==> config.mk <==
export PLATFORM = sky130hd
export DESIGN_NAME = core_io_axi
export DESIGN_NICKNAME = d
export VERILOG_FILES = /design/src/rtl/core_io_axi.sv
export SDC_FILE = /design/constraint.sdc
export NUM_CORES = 1
export LEC_CHECK = 0
export CORE_ASPECT_RATIO = 0.9
export CORE_MARGIN = 2
export CORE_UTILIZATION = 61
export DETAILED_ROUTE_END_ITERATION = 16
export DONT_BUFFER_PORTS = 1
export PLACE_DENSITY_LB_ADDON = 0.15
export SYNTH_ARGS = -nofsm -noshare
export SYNTH_HDL_FRONTEND = slang
export SYNTH_SLANG_ARGS = --single-unit
==> constraint.sdc <==
create_clock -name CLK -period 1.45 [get_ports CLK]
set_input_delay 0.29 -clock CLK [delete_from_list [all_inputs] [get_ports CLK]]
set_output_delay 0.29 -clock CLK [all_outputs]
set_load 0.1 [all_outputs]
==> src/rtl/core_io_axi.sv <==
// Byte-wide IN/OUT port for the core, bridged to a UART-Lite over an AXI-Lite master.
// Each request polls the status register until the FIFO is usable, then moves one byte.
module core_io_axi #(
  parameter logic [3:0] STAT_ADDR = 4'h8,
  parameter logic [3:0] RX_ADDR   = 4'h0,
  parameter logic [3:0] TX_ADDR   = 4'h4
) (
  input  logic        CLK,
  input  logic        RST_N,
  input  logic        REQ_IN,
  input  logic        REQ_OUT,
  input  logic [7:0]  OUT_DATA,
  output logic [7:0]  IN_DATA,
  output logic        BUSY,
  output logic        DONE,
  output logic        ERR,
  output logic [3:0]  M_AWADDR,
  output logic        M_AWVALID,
  input  logic        M_AWREADY,
  output logic [31:0] M_WDATA,
  output logic [3:0]  M_WSTRB,
  output logic        M_WVALID,
  input  logic        M_WREADY,
  input  logic [1:0]  M_BRESP,
  input  logic        M_BVALID,
  output logic        M_BREADY,
  output logic [3:0]  M_ARADDR,
  output logic        M_ARVALID,
  input  logic        M_ARREADY,
  input  logic [31:0] M_RDATA,
  input  logic [1:0]  M_RRESP,
  input  logic        M_RVALID,
  output logic        M_RREADY
);

  typedef enum logic [2:0] {
    IDLE   = 3'd0,
    ST_AR  = 3'd1,
    ST_R   = 3'd2,
    RX_AR  = 3'd3,
    RX_R   = 3'd4,
    TX_AWW = 3'd5,
    TX_B   = 3'd6,
    FIN    = 3'd7
  } state_t;

  state_t      state_r, state_s;
  logic        mode_tx_r, mode_tx_s;
  logic [7:0]  byte_r, byte_s;
  logic [7:0]  in_data_r, in_data_s;
  logic        busy_r, busy_s;
  logic        done_r, done_s;
  logic        err_r, err_s;
  logic [3:0]  awaddr_r, awaddr_s;
  logic        awvalid_r, awvalid_s;
  logic [31:0] wdata_r, wdata_s;
  logic [3:0]  wstrb_r, wstrb_s;
  logic        wvalid_r, wvalid_s;
  logic        bready_r, bready_s;
  logic [3:0]  araddr_r, araddr_s;
  logic        arvalid_r, arvalid_s;
  logic        rready_r, rready_s;

  logic        r_hs_s;
  logic        b_hs_s;
  logic        aw_left_s;
  logic        w_left_s;
  logic        unused_rdata_s;

  // An errored status response is treated as all-zero bits, which never reports "usable".
  function automatic logic stat_usable(input logic tx_mode, input logic rx_avail,
                                       input logic tx_full, input logic [1:0] resp);
    logic ok;
    if (resp != 2'b00) begin
      ok = 1'b0;
    end else if (tx_mode) begin
      ok = ~tx_full;
    end else begin
      ok = rx_avail;
    end
    return ok;
  endfunction

  assign r_hs_s         = M_RVALID & rready_r;
  assign b_hs_s         = M_BVALID & bready_r;
  assign aw_left_s      = awvalid_r & ~M_AWREADY;
  assign w_left_s       = wvalid_r & ~M_WREADY;
  assign unused_rdata_s = ^M_RDATA[31:8];

  // Next-state and next-output decode; every output is taken from a flop.
  always_comb begin
    state_s   = state_r;
    mode_tx_s = mode_tx_r;
    byte_s    = byte_r;
    in_data_s = in_data_r;
    awaddr_s  = awaddr_r;
    awvalid_s = awvalid_r;
    wdata_s   = wdata_r;
    wstrb_s   = wstrb_r;
    wvalid_s  = wvalid_r;
    araddr_s  = araddr_r;
    arvalid_s = arvalid_r;
    err_s     = err_r
              | (r_hs_s & (M_RRESP != 2'b00))
              | (b_hs_s & (M_BRESP != 2'b00));

    case (state_r)
      IDLE: begin
        if (REQ_OUT) begin
          state_s   = ST_AR;
          mode_tx_s = 1'b1;
          byte_s    = OUT_DATA;
          arvalid_s = 1'b1;
          araddr_s  = STAT_ADDR;
        end else if (REQ_IN) begin
          state_s   = ST_AR;
          mode_tx_s = 1'b0;
          arvalid_s = 1'b1;
          araddr_s  = STAT_ADDR;
        end else begin
          state_s   = IDLE;
        end
      end
      ST_AR: begin
        if (M_ARREADY) begin
          state_s   = ST_R;
          arvalid_s = 1'b0;
        end else begin
          state_s   = ST_AR;
        end
      end
      ST_R: begin
        if (!r_hs_s) begin
          state_s = ST_R;
        end else if (!stat_usable(mode_tx_r, M_RDATA[0], M_RDATA[3], M_RRESP)) begin
          state_s   = ST_AR;
          arvalid_s = 1'b1;
          araddr_s  = STAT_ADDR;
        end else if (mode_tx_r) begin
          state_s   = TX_AWW;
          awvalid_s = 1'b1;
          awaddr_s  = TX_ADDR;
          wvalid_s  = 1'b1;
          wdata_s   = {24'h000000, byte_r};
          wstrb_s   = 4'b1111;
        end else begin
          state_s   = RX_AR;
          arvalid_s = 1'b1;
          araddr_s  = RX_ADDR;
        end
      end
      RX_AR: begin
        if (M_ARREADY) begin
          state_s   = RX_R;
          arvalid_s = 1'b0;
        end else begin
          state_s   = RX_AR;
        end
      end
      RX_R: begin
        if (r_hs_s) begin
          state_s   = FIN;
          in_data_s = M_RDATA[7:0];
        end else begin
          state_s   = RX_R;
        end
      end
      TX_AWW: begin
        // Address and data handshakes may complete in either order.
        awvalid_s = aw_left_s;
        wvalid_s  = w_left_s;
        if (!aw_left_s && !w_left_s) begin
          state_s = TX_B;
        end else begin
          state_s = TX_AWW;
        end
      end
      TX_B: begin
        if (b_hs_s) begin
          state_s = FIN;
        end else begin
          state_s = TX_B;
        end
      end
      FIN: begin
        state_s = IDLE;
      end
      default: begin
        state_s   = IDLE;
        awvalid_s = 1'b0;
        wvalid_s  = 1'b0;
        arvalid_s = 1'b0;
      end
    endcase

    rready_s = (state_s == ST_R) || (state_s == RX_R);
    bready_s = (state_s == TX_B);
    done_s   = (state_s == FIN);
    busy_s   = (state_s != IDLE);
  end

  // State and output registers with synchronous active-low reset.
  always_ff @(posedge CLK) begin
    if (!RST_N) begin
      state_r   <= IDLE;
      mode_tx_r <= 1'b0;
      byte_r    <= 8'h00;
      in_data_r <= 8'h00;
      busy_r    <= 1'b0;
      done_r    <= 1'b0;
      err_r     <= 1'b0;
      awaddr_r  <= 4'h0;
      awvalid_r <= 1'b0;
      wdata_r   <= 32'h0000_0000;
      wstrb_r   <= 4'h0;
      wvalid_r  <= 1'b0;
      bready_r  <= 1'b0;
      araddr_r  <= 4'h0;
      arvalid_r <= 1'b0;
      rready_r  <= 1'b0;
    end else begin
      state_r   <= state_s;
      mode_tx_r <= mode_tx_s;
      byte_r    <= byte_s;
      in_data_r <= in_data_s;
      busy_r    <= busy_s;
      done_r    <= done_s;
      err_r     <= err_s;
      awaddr_r  <= awaddr_s;
      awvalid_r <= awvalid_s;
      wdata_r   <= wdata_s;
      wstrb_r   <= wstrb_s;
      wvalid_r  <= wvalid_s;
      bready_r  <= bready_s;
      araddr_r  <= araddr_s;
      arvalid_r <= arvalid_s;
      rready_r  <= rready_s;
    end
  end

  assign IN_DATA   = in_data_r;
  assign BUSY      = busy_r;
  assign DONE      = done_r;
  assign ERR       = err_r;
  assign M_AWADDR  = awaddr_r;
  assign M_AWVALID = awvalid_r;
  assign M_WDATA   = wdata_r;
  assign M_WSTRB   = wstrb_r;
  assign M_WVALID  = wvalid_r;
  assign M_BREADY  = bready_r;
  assign M_ARADDR  = araddr_r;
  assign M_ARVALID = arvalid_r;
  assign M_RREADY  = rready_r;

endmodule

==> impl_results.md, run 1 <==
- Status: complete, but fails checks
- Failing checks: setup timing
- Hold Crit Depth: 1
- Setup crit end kind: output port
- Crit path max-delay family: buffers and inverters
- Post-synthesis sequential area ratio: 0.4228
- P_sw: 1.046 mW
- Final Hold Vio Count: 0
- Hold EP: state_r[1]$_SDFF_PN0_
- Relative slew slack: 0.6557
- Ports: 113
- Dpl cells: 264
- R2R Path Start: state_r[1]$_SDFF_PN0_
- Largest net degree at the start of global routing: 28
- Post-synth EDFFs: 0
- 1st-pass router iterations: 5
- Clk slew on worst S/H paths: 0.11 ns
- Seq pwr share: 0.453
- Combinational fraction of design power: 0.322
- DRC viols: 0
- Area leader, netlist: dfxtp_1
- Power density cells: 1239 nW/um2
- Final antenna diode count: 0
- Post-Synth XOR/XNOR Area: 0.009736
- Starting density of the core: 0.6495
- CTS tree: yes
- CP bufs+invs: 1
- Iteration-0 DRC count of the detailed router: 48
- DP Worst Slack: -0.005634 ns
- Syn. warnings: 0
- Area growth from synthesis to layout: 13.77%
- Mapped Area: 1799 um2
- Critical Path RT: 1.16 ns
- CTS buffer count: 5
- Ys flop type: dfxtp_1
- Port buffer count: 0
- Async S/R FF share, synth: 0
- Mux share of post-synthesis cell area: 0.09458
- Max-capacitance violation count: 0
- Slowest-stage cell, CP: buf_16
- HP Start: RST_N
- Fin crit period: 1.450 ns
- Setup CP Type: reg2out
- R2R cell count: 6
- Synth Area in Adders: 0.006259
- Arrival @ worst endpoint: 1.16 ns
- F_max: 689.6 MHz
- Core box area: 2770 um2
- Hold_ws: 0.06985 ns
- Latest clock arrival within the worst-skew pair: 0.34 ns
- Worst setup margin: -0.00001732 ns
- Non-filler cells, final: 272
- Layout net count: 284
- Slowest Stage Delay on Critical Path: 0.43 ns
- Worst r2r dst: M_RREADY$_SDFF_PN0_
- Synth Register Bits: 38
- Slew @ Worst Pin: 0.5164 ns
- Post-DP HPWL: 2758 um
- CTS Hold Bufs: 0
- Die Y: 55.52 um
- Total vias in the final route: 1,362
- Share of layout cells above drive strength 1: 0.2802
- Synth top cells by count: buf_4 (38), dfxtp_1 (38), nand2_1 (29), nor2_1 (27), mux2i_1 (17)
- Die width: 61.25 um
- Maximum vdd drop: 0.7986 mV
- Final setup violation count: 1
- Final WL: 3607 um
- Gpl congestion: 0.8066
- RSZ-0062 raised after global routing: yes
- Worst-path cell chain: buf_16
- Part of the power in the clock network: 0.226
- Post-route ant nets: 0
- Largest family of logic cells by synthesized area: simple AND/OR/NAND/NOR gates
- Wire per inst: 13.26 um
- Post-synth top area share: 0.4228
- Area contributors post-synth: dfxtp_1 (42%), buf_4 (16%), mux2i_1 (9.5%)
- Post-synthesis simple-gate area fraction: 0.1912
- Clk sinks: 38
- Worst Clk Skew: 0.004634 ns
- R2R Setup Slk: 0.07 ns
- Hold Crit Class: in2reg
- Max clock buf depth: 2
- Syn Area/Cell: 8.863 um2
- Global-route wire length before repair: 5747 um
- Total grt overflow: 0
- Max-slew violations: 0
- Post-synth cell types: 34
- Critical Path Start Type: flip-flop
- GRT Util Overall: 0.2258
- Sw Ratio: 0.4126
- Initial antenna violation count: 0
- Compound-cell area share of the yosys netlist: 0.09318
- Final Cycle Share: 1.000
- Root Driver: clkbuf_4
- Lkg Pwr: 0.9638 nW
- H-tree depth: 2
- Die area: 3400 um2
- Vias in the first global route: 1,319
- Placement row count: 18
- Cell internal pwr: 1.489 mW
- Vias/cell: 5.007
- Post-Synthesis Cells: 203
- Worst-path fanout max: 6
[cell type report]
| class | count | area (um2) |
|---|---|---|
| clock buffers | 7 | 55.05 |
| clock inverters | 1 | 5.005 |
| fillers | 228 | 723.2 |
| inverters | 3 | 11.26 |
| multi-input cells | 148 | 847.1 |
| flip-flops and latches | 38 | 783.3 |
| well taps | 40 | 50.05 |
| repair buffers | 35 | 295.3 |
[through the flow]
stage / setup TNS (ns) / util / power [mW] / area (um2)
6_report: -0.00001732 / 0.7389 / 2.535 / 2047
5_1_grt: -0.1802 / 0.7389 / 2.632 / 2047
4_1_cts: -0.03043 / 0.7340 / 2.530 / 2033
3_5_place_dp: -0.006938 / 0.7087 / 1.968 / 1963
3_3_place_gp: 0 / 0.7087 / 1.943 / 1963
2_1_floorplan: 0 / - / 1.927 / 1936
[flip-flops by register name, summed over array words and instances, names as in the netlist, 3 cells and up]
| signal | count |
|---|---|
| M_WDATA | 8 |
| byte_r | 8 |
| IN_DATA | 8 |
| state_r | 3 |
[per-layer routing]
layer | share of wire | global-route usage | vias to the layer above
li1 | - | - | 663
met1 | 0.38 | 0.2441 | 634
met2 | 0.52 | 0.3967 | 56
met3 | 0.076 | 0.05855 | 9
met4 | 0.021 | 0.09938 | 0
met5 | 0 | 0 | -
[cell families (layout without fill, tap and decap cells)]
kind of cell	after synthesis	count (layout)
XOR/XNOR	2	2
multiplexers	17	17
other	1	30
AO/OA/AOI/OAI	25	25
buffers and inverters	46	46
adder cells (fa/ha/maj)	1	1
flip-flops	38	38
AND/OR/NAND/NOR	73	73
[power by group through the flow]
| stage | registers [mW] | clock network (mW) | logic [mW] |
|---|---|---|---|
| after CTS | 1.14 | 0.581 | 0.805 |
| final | 1.15 | 0.572 | 0.816 |
| after global placement | 1.16 | 0 | 0.782 |
| after floorplan | 1.29 | 0 | 0.636 |
| after detailed placement | 1.17 | 0 | 0.802 |
| after global routing | 1.15 | 0.619 | 0.859 |
[cell usage in the layout, fill, tap and decap left out, types with 2 or more instances in the layout]
master / n
buf_4: 33
dfxtp_1: 30
conb_1: 30
nand2_1: 27
nor2_1: 26
mux2i_1: 17
a21oi_1: 14
dfxtp_4: 5
clkbuf_4: 5
dfxtp_2: 3
inv_1: 3
nor2b_1: 3
and2_2: 2
nand4_1: 2
o21ai_0: 2
o211ai_2: 2
xnor2_1: 2
o221a_2: 2
[how the worst max path moves through the flow]
stage | startpoint | endpoint | slack [ns] | cells after the start
3_3_place_gp | state_r[1]$_SDFF_PN0_ | M_RREADY$_SDFF_PN0_ | 0.06 | 6
6_report | M_WSTRB[0]$_SDFFE_PN0P_ | M_WSTRB[0] | -0.00002 | 1
3_5_place_dp | state_r[1]$_SDFF_PN0_ | M_RREADY$_SDFF_PN0_ | -0.006 | 6
4_1_cts | M_WSTRB[0]$_SDFFE_PN0P_ | M_AWADDR[2] | -0.006 | 1
2_1_floorplan | M_RREADY$_SDFF_PN0_ | IN_DATA[0]$_SDFFE_PN0P_ | 0.007 | 5
5_1_grt | M_WSTRB[0]$_SDFFE_PN0P_ | M_WSTRB[3] | -0.04 | 1
[worst reg2reg max path: cells and delay by family (launching register included)]
family	cells	cell delay (ns)
flip-flops	1	0.39
XOR/XNOR	1	0.20
buffers and inverters	1	0.16
AND/OR/NAND/NOR	3	0.37
AO/OA/AOI/OAI	1	0.15
[timing repair]
item	in CTS	in global routing
setup endpoints to repair	8	28
gates resized for setup	3	7
buffers inserted	0	0
No activity file was read; power rests on OpenSTA's default activity.
==> run 2, diff against run 1 <==
- PLACE_DENSITY_LB_ADDON: 0.15 -> 0.25
==> run 2 against run 1 <==
Effect of this change:
- the flow now finishes without violations
- clock-buffer cell count unchanged
- clock power down 2%
- cell area up 2.3%
- fmax up 2.3%
- total power up 0.88%
- sequential share of layout area down 0.75 points
- combinational power up 5.3%
- critical endpoint is now DONE$_SDFF_PN0_
- largest cell class unchanged
==> impl_results.md, run 2 (synthesis results as in run 1) <==
- Status: complete, no violations
- Hold Crit Class: in2reg
- Setup crit end kind: flip-flop
- Total grt overflow: 0 (unchanged)
- CTS buffer count: 5 (unchanged)
- Max clock buf depth: 2 (unchanged)
- Share of layout cells above drive strength 1: 0.2894 (+0.009189)
- Post-route cell area: 2095 um2 (+2.3%)
- Vias/cell: 5.022 (+0.29%)
- Root Driver: clkbuf_4
- 1st-pass router iterations: 4 (-1)
- Iteration-0 DRC count of the detailed router: 37 (-23%)
- Post-DP HPWL: 2758 um (about the same)
- Setup CP Type: reg2reg
- F_max: 705.8 MHz (+2.3%)
- Arrival @ worst endpoint: 1.69 ns (+0.53 ns)
- Placement row count: 18 (unchanged)
- Clk sinks: 38 (unchanged)
- GRT Util Overall: 0.2171 (-0.008680)
- Port buffer count: 0 (unchanged)
- Hold_ws: 0.07809 ns (+0.008236 ns)
- Non-filler cells, final: 275 (+1.1%)
- Max-capacitance violation count: 0 (unchanged)
- Ports: 113 (unchanged)
- Worst Clk Skew: 0.01261 ns (+0.007973 ns)
- Gpl congestion: 0.7936 (-1.6%)
- Wire per inst: 13.07 um (-1.4%)
- Total vias in the final route: 1,381 (+1.4%)
- Final antenna diode count: 0 (unchanged)
- Hold Crit Depth: 1 (unchanged)
- R2R Setup Slk: 0.03 ns (-0.04 ns)
- Power density cells: 1221 nW/um2 (-1.4%)
- Max-slew violations: 0 (unchanged)
- Fin crit period: 1.417 ns (-0.03310 ns)
- R2R Path Start: state_r[1]$_SDFF_PN0_
- Commonest cells after routing, fill and taps aside: buf_4 (34), dfxtp_1 (30), conb_1 (30)
- Global-route wire length before repair: 5575 um (-3.0%)
- Die area: 3400 um2 (unchanged)
- Final Hold Vio Count: 0 (unchanged)
- Slowest Stage Delay on Critical Path: 0.38 ns (-0.05 ns)
- DRC viols: 0 (unchanged)
- Maximum vdd drop: 0.8105 mV (+1.5%)
- Critical Path RT: 1.72 ns (+0.56 ns)
- Slowest-stage cell, CP: dfxtp_4
- Critical Path Start Type: flip-flop
- Vias in the first global route: 1,297 (-1.7%)
- Hold EP: M_ARADDR[3]$_SDFFE_PN0P_
- Largest net degree at the start of global routing: 14 (-50%)
- Final Cycle Share: 0.9772 (-0.02283)
- Fill cells: 221 (-3.1%)
- H-tree depth: 2 (unchanged)
- CTS tree: yes
- Worst-path fanout max: 6 (unchanged)
- Placed Instance Area: 1991 um2 (+1.4%)
- Latest clock arrival within the worst-skew pair: 0.34 ns (about the same)
- Die Y: 55.52 um (unchanged)
- Worst r2r dst: DONE$_SDFF_PN0_
- Lkg Pwr: 0.9801 nW (+1.7%)
- Initial antenna violation count: 0 (unchanged)
- Dpl cells: 266 (+0.76%)
- HP Start: RST_N
- Die width: 61.25 um (unchanged)
- Layout net count: 287 (+1.1%)
- Clk slew on worst S/H paths: 0.12 ns (about the same)
- Crit path max-delay family: flip-flops
- Post-route ant nets: 0 (unchanged)
- Worst-path cell chain: buf_4, maj3_2, o211ai_4, nand2_2, nor2_1
- CP bufs+invs: 1 (unchanged)
- Crit. path cell count: 5 (+4)
- Commonest non-fill, non-tap cell in the layout: buf_4
- R2R cell count: 5 (-1)
- Core box area: 2770 um2 (unchanged)
- Area growth from synthesis to layout: 16.41%
- Final WL: 3595 um (-0.33%)
- Final setup violation count: 0 (-1)
- Starting density of the core: 0.6495 (unchanged)
-- run 2: area by class of cell --
type,instances,area (um2),area share
multi-input cells,148,867.1,0.4140
well taps,40,50.05,0.02389
inverters,3,11.26,0.005376
clock buffers,7,55.05,0.02628
clock inverters,1,5.005,0.002389
repair buffers,38,320.3,0.1529
flip-flops and latches,38,785.8,0.3751
-- run 2: report_power, final --
part / leakage (nW) / total, mW / internal [mW] / switching [mW]
clock: 0.0353 / 0.559 / 0.235 / 0.324
sequential: 0.314 / 1.14 / 1.09 / 0.0447
combinational: 0.631 / 0.859 / 0.179 / 0.680
-- run 2: metal layers --
layer / global-route usage / part of all wire / vias up
met5: 0 / 0 / -
met4: 0.08696 / 0.012 / 0
met3: 0.07026 / 0.074 / 7
met2: 0.3571 / 0.54 / 57
met1: 0.2537 / 0.37 / 648
li1: - / - / 669
-- run 2: worst max path at each step --
stage                                startpoint                       to  slack [ns]
after global routing      state_r[1]$_SDFF_PN0_          DONE$_SDFF_PN0_       -0.01
after global placement    state_r[1]$_SDFF_PN0_          BUSY$_SDFF_PN0_        0.03
after CTS                 state_r[2]$_SDFF_PN0_          BUSY$_SDFF_PN0_        0.01
final                     state_r[1]$_SDFF_PN0_          DONE$_SDFF_PN0_        0.03
after floorplan             M_RREADY$_SDFF_PN0_  IN_DATA[0]$_SDFFE_PN0P_       0.007
after detailed placement  state_r[1]$_SDFF_PN0_          BUSY$_SDFF_PN0_       -0.04
-- run 2: timing repair --
item / in CTS / in global routing
hold endpoints to repair: 0 / 0
buffers inserted: 0 / 1
pin swaps: 0 / 2
hold buffers: 0 / 0
endpoints found under the setup margin: 11 / 23
resized for setup: 1 / 11
-- run 2: per-stage QoR --
step | power (mW) | setup slack (ns) | utilization | setup TNS [ns]
2_1_floorplan | 1.927 | 0.006684 | - | 0
3_3_place_gp | 1.958 | 0.03098 | 0.7186 | 0
3_5_place_dp | 1.978 | -0.03678 | 0.7186 | -0.1497
4_1_cts | 2.532 | 0.01103 | 0.7407 | 0
5_1_grt | 2.675 | -0.01273 | 0.7561 | -0.03911
6_report | 2.558 | 0.03309 | 0.7561 | 0
